**src/rtl/hs_ddr_serializer.sv**
```systemverilog
// Multi-lane DDR serializer: SYNC byte, LSB-first data words, HS-trail, per-lane differential pair.
// Both bits of a cycle are registered on the rising edge; the clock level selects which one drives the pad.
module hs_ddr_serializer #(
    parameter int          LANES        = 2,
    parameter int          WIDTH        = 8,
    parameter logic [7:0]  SYNC_WORD    = 8'hB8,
    parameter int          TRAIL_CYCLES = 4
) (
    input  logic                     TX_DDR_clk,
    input  logic                     TX_rst,
    input  logic                     Enable,
    input  logic [LANES*WIDTH-1:0]   tx_data,
    input  logic                     tx_valid,
    input  logic                     tx_last,
    output logic                     tx_ready,
    output logic                     busy,
    output logic [LANES-1:0]         Dp,
    output logic [LANES-1:0]         Dn
);
    localparam logic [3:0] SYNC_END  = 4'd3;
    localparam logic [3:0] DATA_END  = 4'(WIDTH/2 - 1);
    localparam logic [3:0] TRAIL_END = 4'(TRAIL_CYCLES - 1);

    typedef enum logic [1:0] {IDLE, SYNC, DATA, TRAIL} state_t;

    state_t                 r_state, w_state_n;
    logic [3:0]             r_cnt, w_cnt_n;
    logic [LANES-1:0]       r_rise, r_fall, w_rise_n, w_fall_n;
    logic [LANES*WIDTH-1:0] r_word, w_word_n;
    logic                   r_last, w_last_n;
    logic                   w_word_end, w_rdy_base;
    logic                   w_start, w_load, w_trail, w_shift, w_idle;

    assign w_word_end = (r_state == SYNC && r_cnt == SYNC_END) ||
                        (r_state == DATA && r_cnt == DATA_END);
    assign w_rdy_base = (r_state == SYNC && r_cnt == SYNC_END) ||
                        (r_state == DATA && r_cnt == DATA_END && !r_last);
    assign tx_ready   = Enable & w_rdy_base;
    assign busy       = (r_state != IDLE);
    assign Dp         = TX_DDR_clk ? r_rise : r_fall;
    assign Dn         = busy ? ~Dp : '0;

    always_comb begin
        w_state_n = r_state;
        w_cnt_n   = r_cnt;
        w_rise_n  = r_rise;
        w_fall_n  = r_fall;
        w_word_n  = r_word;
        w_last_n  = r_last;
        w_start   = 1'b0;
        w_load    = 1'b0;
        w_trail   = 1'b0;
        w_shift   = 1'b0;
        w_idle    = 1'b0;

        case (r_state)
            IDLE: w_start = tx_valid;
            SYNC, DATA: begin
                // A word boundary either chains the next word or falls into the trail.
                if (w_word_end) begin
                    if (tx_ready && tx_valid) w_load  = 1'b1;
                    else                      w_trail = 1'b1;
                end else begin
                    w_shift = 1'b1;
                end
            end
            TRAIL: begin
                if (r_cnt == TRAIL_END) begin
                    if (tx_valid) w_start = 1'b1;
                    else          w_idle  = 1'b1;
                end else begin
                    w_cnt_n = r_cnt + 4'd1;
                end
            end
            default: w_idle = 1'b1;
        endcase

        if (!Enable) begin
            w_start = 1'b0;
            w_load  = 1'b0;
            w_trail = 1'b0;
            w_shift = 1'b0;
            w_idle  = 1'b1;
        end

        if (w_idle) begin
            w_state_n = IDLE;
            w_cnt_n   = '0;
            w_rise_n  = '0;
            w_fall_n  = '0;
            w_word_n  = '0;
            w_last_n  = 1'b0;
        end else if (w_start) begin
            w_state_n = SYNC;
            w_cnt_n   = '0;
            w_last_n  = 1'b0;
            for (int l = 0; l < LANES; l++) begin
                w_rise_n[l]                  = SYNC_WORD[0];
                w_fall_n[l]                  = SYNC_WORD[1];
                w_word_n[l*WIDTH +: WIDTH]   = WIDTH'(SYNC_WORD >> 2);
            end
        end else if (w_load) begin
            w_state_n = DATA;
            w_cnt_n   = '0;
            w_last_n  = tx_last;
            for (int l = 0; l < LANES; l++) begin
                w_rise_n[l]                  = tx_data[l*WIDTH];
                w_fall_n[l]                  = tx_data[l*WIDTH + 1];
                w_word_n[l*WIDTH +: WIDTH]   = tx_data[l*WIDTH +: WIDTH] >> 2;
            end
        end else if (w_trail) begin
            // The fall register still holds the last bit sent on each lane.
            w_state_n = TRAIL;
            w_cnt_n   = '0;
            w_rise_n  = ~r_fall;
            w_fall_n  = ~r_fall;
        end else if (w_shift) begin
            w_cnt_n = r_cnt + 4'd1;
            for (int l = 0; l < LANES; l++) begin
                w_rise_n[l]                  = r_word[l*WIDTH];
                w_fall_n[l]                  = r_word[l*WIDTH + 1];
                w_word_n[l*WIDTH +: WIDTH]   = r_word[l*WIDTH +: WIDTH] >> 2;
            end
        end
    end

    always_ff @(posedge TX_DDR_clk or posedge TX_rst) begin
        if (TX_rst) begin
            r_state <= IDLE;
            r_cnt   <= '0;
            r_rise  <= '0;
            r_fall  <= '0;
            r_word  <= '0;
            r_last  <= 1'b0;
        end else begin
            r_state <= w_state_n;
            r_cnt   <= w_cnt_n;
            r_rise  <= w_rise_n;
            r_fall  <= w_fall_n;
            r_word  <= w_word_n;
            r_last  <= w_last_n;
        end
    end

endmodule

```
**config.mk**
```make
export PLATFORM = sky130hd
export DESIGN_NAME = hs_ddr_serializer
export DESIGN_NICKNAME = d
export VERILOG_FILES = /design/src/rtl/hs_ddr_serializer.sv
export SDC_FILE = /design/constraint.sdc
export NUM_CORES = 1
export LEC_CHECK = 0
export ABC_CLOCK_PERIOD_IN_PS = 3000
export BUFFER_PORTS_ARGS = -buffer_cell sky130_fd_sc_hd__buf_2
export CAP_MARGIN = 20
export CORE_UTILIZATION = 58
export DETAILED_ROUTE_END_ITERATION = 16
export PLACE_DENSITY_LB_ADDON = 0.15
export REMOVE_ABC_BUFFERS = 1
export SETUP_SLACK_MARGIN = 0.15
export SLEW_MARGIN = 20
export SYNTH_ARGS = -nofsm -noshare
export SYNTH_HDL_FRONTEND = slang
export SYNTH_SLANG_ARGS = --single-unit
export TNS_END_PERCENT = 50
```
**constraint.sdc**
```tcl
create_clock -name TX_DDR_clk -period 3 [get_ports TX_DDR_clk]
set_input_delay 0.6 -clock TX_DDR_clk [delete_from_list [all_inputs] [get_ports TX_DDR_clk]]
set_output_delay 0.6 -clock TX_DDR_clk [all_outputs]
set_load 0.05 [all_outputs]
```
==> impl_metrics.json <==
{
  "diodes": 0,
  "worst_ep_arrival_time_ns": 2.82,
  "clkLatencyLatePin_ns": 0.42,
  "r2r_end": "r_word[0]$_DFFE_PP0P_",
  "portBuffers": 26,
  "tightest_slew_ns": 0.856,
  "num_io_pins": 27,
  "coreArea_um2": 2190,
  "setup_ws_ns": -0.416,
  "max_slew_margin_pct": 42.9,
  "vdd_drop_max_mv": 0.427,
  "setup_viol": 4,
  "ff2ff_setup_slack_ns": 0.65,
  "yosysSeqAreaShare_pct": 43.1,
  "finalClockSkew_ns": 0.00102,
  "violations": "DRC, setup timing",
  "stdcell_count": 213,
  "critPathLaunchType": "clock port",
  "clkPwrFrac_pct": 51.6,
  "clkTransAtPathRegs_ns": 0.13,
  "ctsHoldBuffers": 0,
  "rows": 17,
  "cts_tree": "done",
  "ys_warn_count": 0,
  "cp-endpoint": "Dn[0]",
  "vias": 1264,
  "area_delta_synth_final_pct": 29.5,
  "drive_above_1_share_pct": 33.0,
  "syn-cell-area_um2": 1340,
  "finish.utilization_pct": 78.9,
  "cap_violations": 0,
  "drt_iter0_markers": 50,
  "initial_core_util_pct": 60.9,
  "p_int_w": 0.000740,
  "power_density_nw_per_um2": 636,
  "rsz0062_at_grt": "true",
  "p_total_w": 0.00110,
  "grt_first_pass_wirelength_mm": 5.44,
  "drv_slew": 0,
  "antenna_found_initial": 0,
  "synthCells": 142,
  "ys_types": 39,
  "hold_violations": 0,
  "path_cells": "buf_8, buf_8, buf_8, buf_8, clkbuf_4, mux2_2, buf_6, clkbuf_4, nor2_4, buf_6",
  "ff2ff_path_depth": 7,
  "wl_mm": 3.22,
  "crit_type": "clk2out",
  "gp_congestion": 0.905,
  "post_cts_buffers": 0,
  "p_seq_share_pct": 33.1,
  "synth_async_sr_flop_share_pct": 100,
  "via_per_inst": 5.93,
  "ys.flop_type": "dfrtp_1",
  "die_area_um2": 2500,
  "dieHeight_um": 50.0,
  "synth_seq_cells": 23,
  "power_frac_comb_pct": 15.3,
  "netlist.area_leader.share_pct": 43.1,
  "grt_max_degree": 24,
  "dp.final_hpwl_mm": 2.11,
  "cp_common_cell": "buf_8",
  "ys_top_cells_by_count": "dfrtp_1, nor2_1, nand2_1, nor3_1, inv_1",
  "required_ns": 2.40,
  "p_sw_w": 0.000359,
  "postRouteAntennaNets": 0,
  "nets": 210,
  "status": "finished with violations",
  "post-place-ws_ns": 0.319,
  "max_stage_delay_ns": 0.27,
  "r2r_start": "r_cnt[0]$_DFFE_PP0P_",
  "synth_edf_count": 0,
  "route.detailed.drc": 2,
  "finalInstanceArea_um2": 1730,
  "drt_first_pass_iters": 10,
  "synth_top_area_cell": "dfrtp_1",
  "groute.usage.overall_pct": 32.3,
  "path_max_fanout": 2,
  "hp-class": "in2async",
  "slowest_stage": "mux2_2",
  "yosysMostFrequentCell": "dfrtp_1",
  "syn_avg_cell_area_um2": 9.40,
  "routedWlPerCell_um": 15.1,
  "placed_cells": 194,
  "cp-end-kind": "output port",
  "netlist_top_cells_area": "dfrtp_1, nor2_1, ha_1",
  "cellLeakagePower_nw": 0.829,
  "grt_pass1_vias": 1315,
  "switching_share_pct": 32.7,
  "grt-ovfl-total": 0,
  "dieWidth_um": 50.0,
  "placed_area_um2": 1490,
  "cp-startpoint": "TX_DDR_clk"
}
-- kinds of logic after synthesis --
kind of cell               share of synthesized area, %
and+or+nand+nor                                    24.7
DFF                                                43.1
AOI/OAI and AO/OA                                  20.2
xor gates and xnor gates                           1.31
buffers and inverters                              3.47
muxes                                              2.53
adders and majority gates                          4.69
-- critical path: cells and delay by family --
| kind | cells | cell delay, ns |
|---|---|---|
| and+or+nand+nor | 1 | 0.08 |
| buffers and inverters | 8 | 0.97 |
| muxes | 1 | 0.27 |
-- stage by stage --
| step | setup TNS, ns | hold slack, ns |
|---|---|---|
| after CTS | -1.90 | 0.357 |
| after floorplan | -0.362 | 0.467 |
| final | -1.47 | 0.328 |
| after global placement | 0 | 0.495 |
| after detailed placement | 0 | 0.490 |
| after global routing | -1.60 | 0.366 |
-- cells in the final DEF, fill, tap and decap left out, types with 2 or more instances in the layout --
master | netlist | routed
a21oi_1 | 7 | 7
a221o_1 | 2 | 2
a22o_1 | 4 | 4
a22oi_1 | 6 | 6
and3_1 | 2 | 2
buf_2 | 1 | 22
buf_6 | 0 | 4
buf_8 | 0 | 8
clkbuf_1 | 0 | 2
clkbuf_4 | 0 | 8
dfrtp_1 | 23 | 23
ha_1 | 5 | 5
inv_1 | 8 | 8
mux2_2 | 3 | 2
nand2_1 | 13 | 13
nand3_1 | 4 | 4
nor2_1 | 17 | 15
nor2_4 | 0 | 2
nor3_1 | 10 | 10
nor3_2 | 2 | 2
o21ai_0 | 5 | 5
o21ai_1 | 2 | 2
o221a_2 | 4 | 4
or4_1 | 2 | 2
xor2_1 | 2 | 2
-- metal layers --
metal	global-route usage [%]	vias to the layer above	part of all wire [%]
li1	-	606	-
met4	39.5	0	2.8
met3	16.0	12	7.0
met2	42.6	54	49
met1	33.4	592	41
met5	0	-	0
-- cell type report --
cell class	instances	area [um2]
flip-flops and latches	23	576
repair buffers	23	118
inverters	8	30.0
multi-input cells	108	733
clock buffers	22	233
clock inverters	1	5.00
fillers	154	462
well taps	28	35.0
-- power by group through the flow --
stage | Combinational, W | Sequential [W] | Clock (W)
3_3_place_gp | 0.000159 | 0.000366 | 0.0000737
5_1_grt | 0.000189 | 0.000367 | 0.000609
2_1_floorplan | 0.000121 | 0.000362 | 0.0000642
6_report | 0.000168 | 0.000364 | 0.000567
4_1_cts | 0.000167 | 0.000363 | 0.000528
3_5_place_dp | 0.000163 | 0.000369 | 0.0000737
-- sequential cells by signal (all words and copies together) (netlist names) --
name and flops:
r_word 12, r_cnt 4, r_fall 2, r_rise 2, r_state 2, r_last 1
-- how the worst min path moves through the flow --
stage | depth (start not counted) | startpoint | slack, ns | end
3_3_place_gp | 1 | r_word[10]$_DFFE_PP0P_ | 0.49 | r_word[10]$_DFFE_PP0P_
5_1_grt | 3 | tx_last | 0.37 | r_last$_DFFE_PP0P_
2_1_floorplan | 1 | r_word[10]$_DFFE_PP0P_ | 0.47 | r_word[10]$_DFFE_PP0P_
3_5_place_dp | 1 | r_word[10]$_DFFE_PP0P_ | 0.49 | r_word[10]$_DFFE_PP0P_
4_1_cts | 2 | TX_rst | 0.36 | r_cnt[2]$_DFFE_PP0P_
6_report | 2 | TX_rst | 0.33 | r_state[0]$_DFFE_PP0P_
-- timing repair --
| item | in CTS | in global routing |
|---|---|---|
| setup endpoints to repair | 4 | 5 |
| gates resized for setup | 19 | 12 |
| pin swaps | 1 | 1 |
| hold endpoints to repair | 0 | 0 |
No activity file was read; power rests on OpenSTA's default activity.
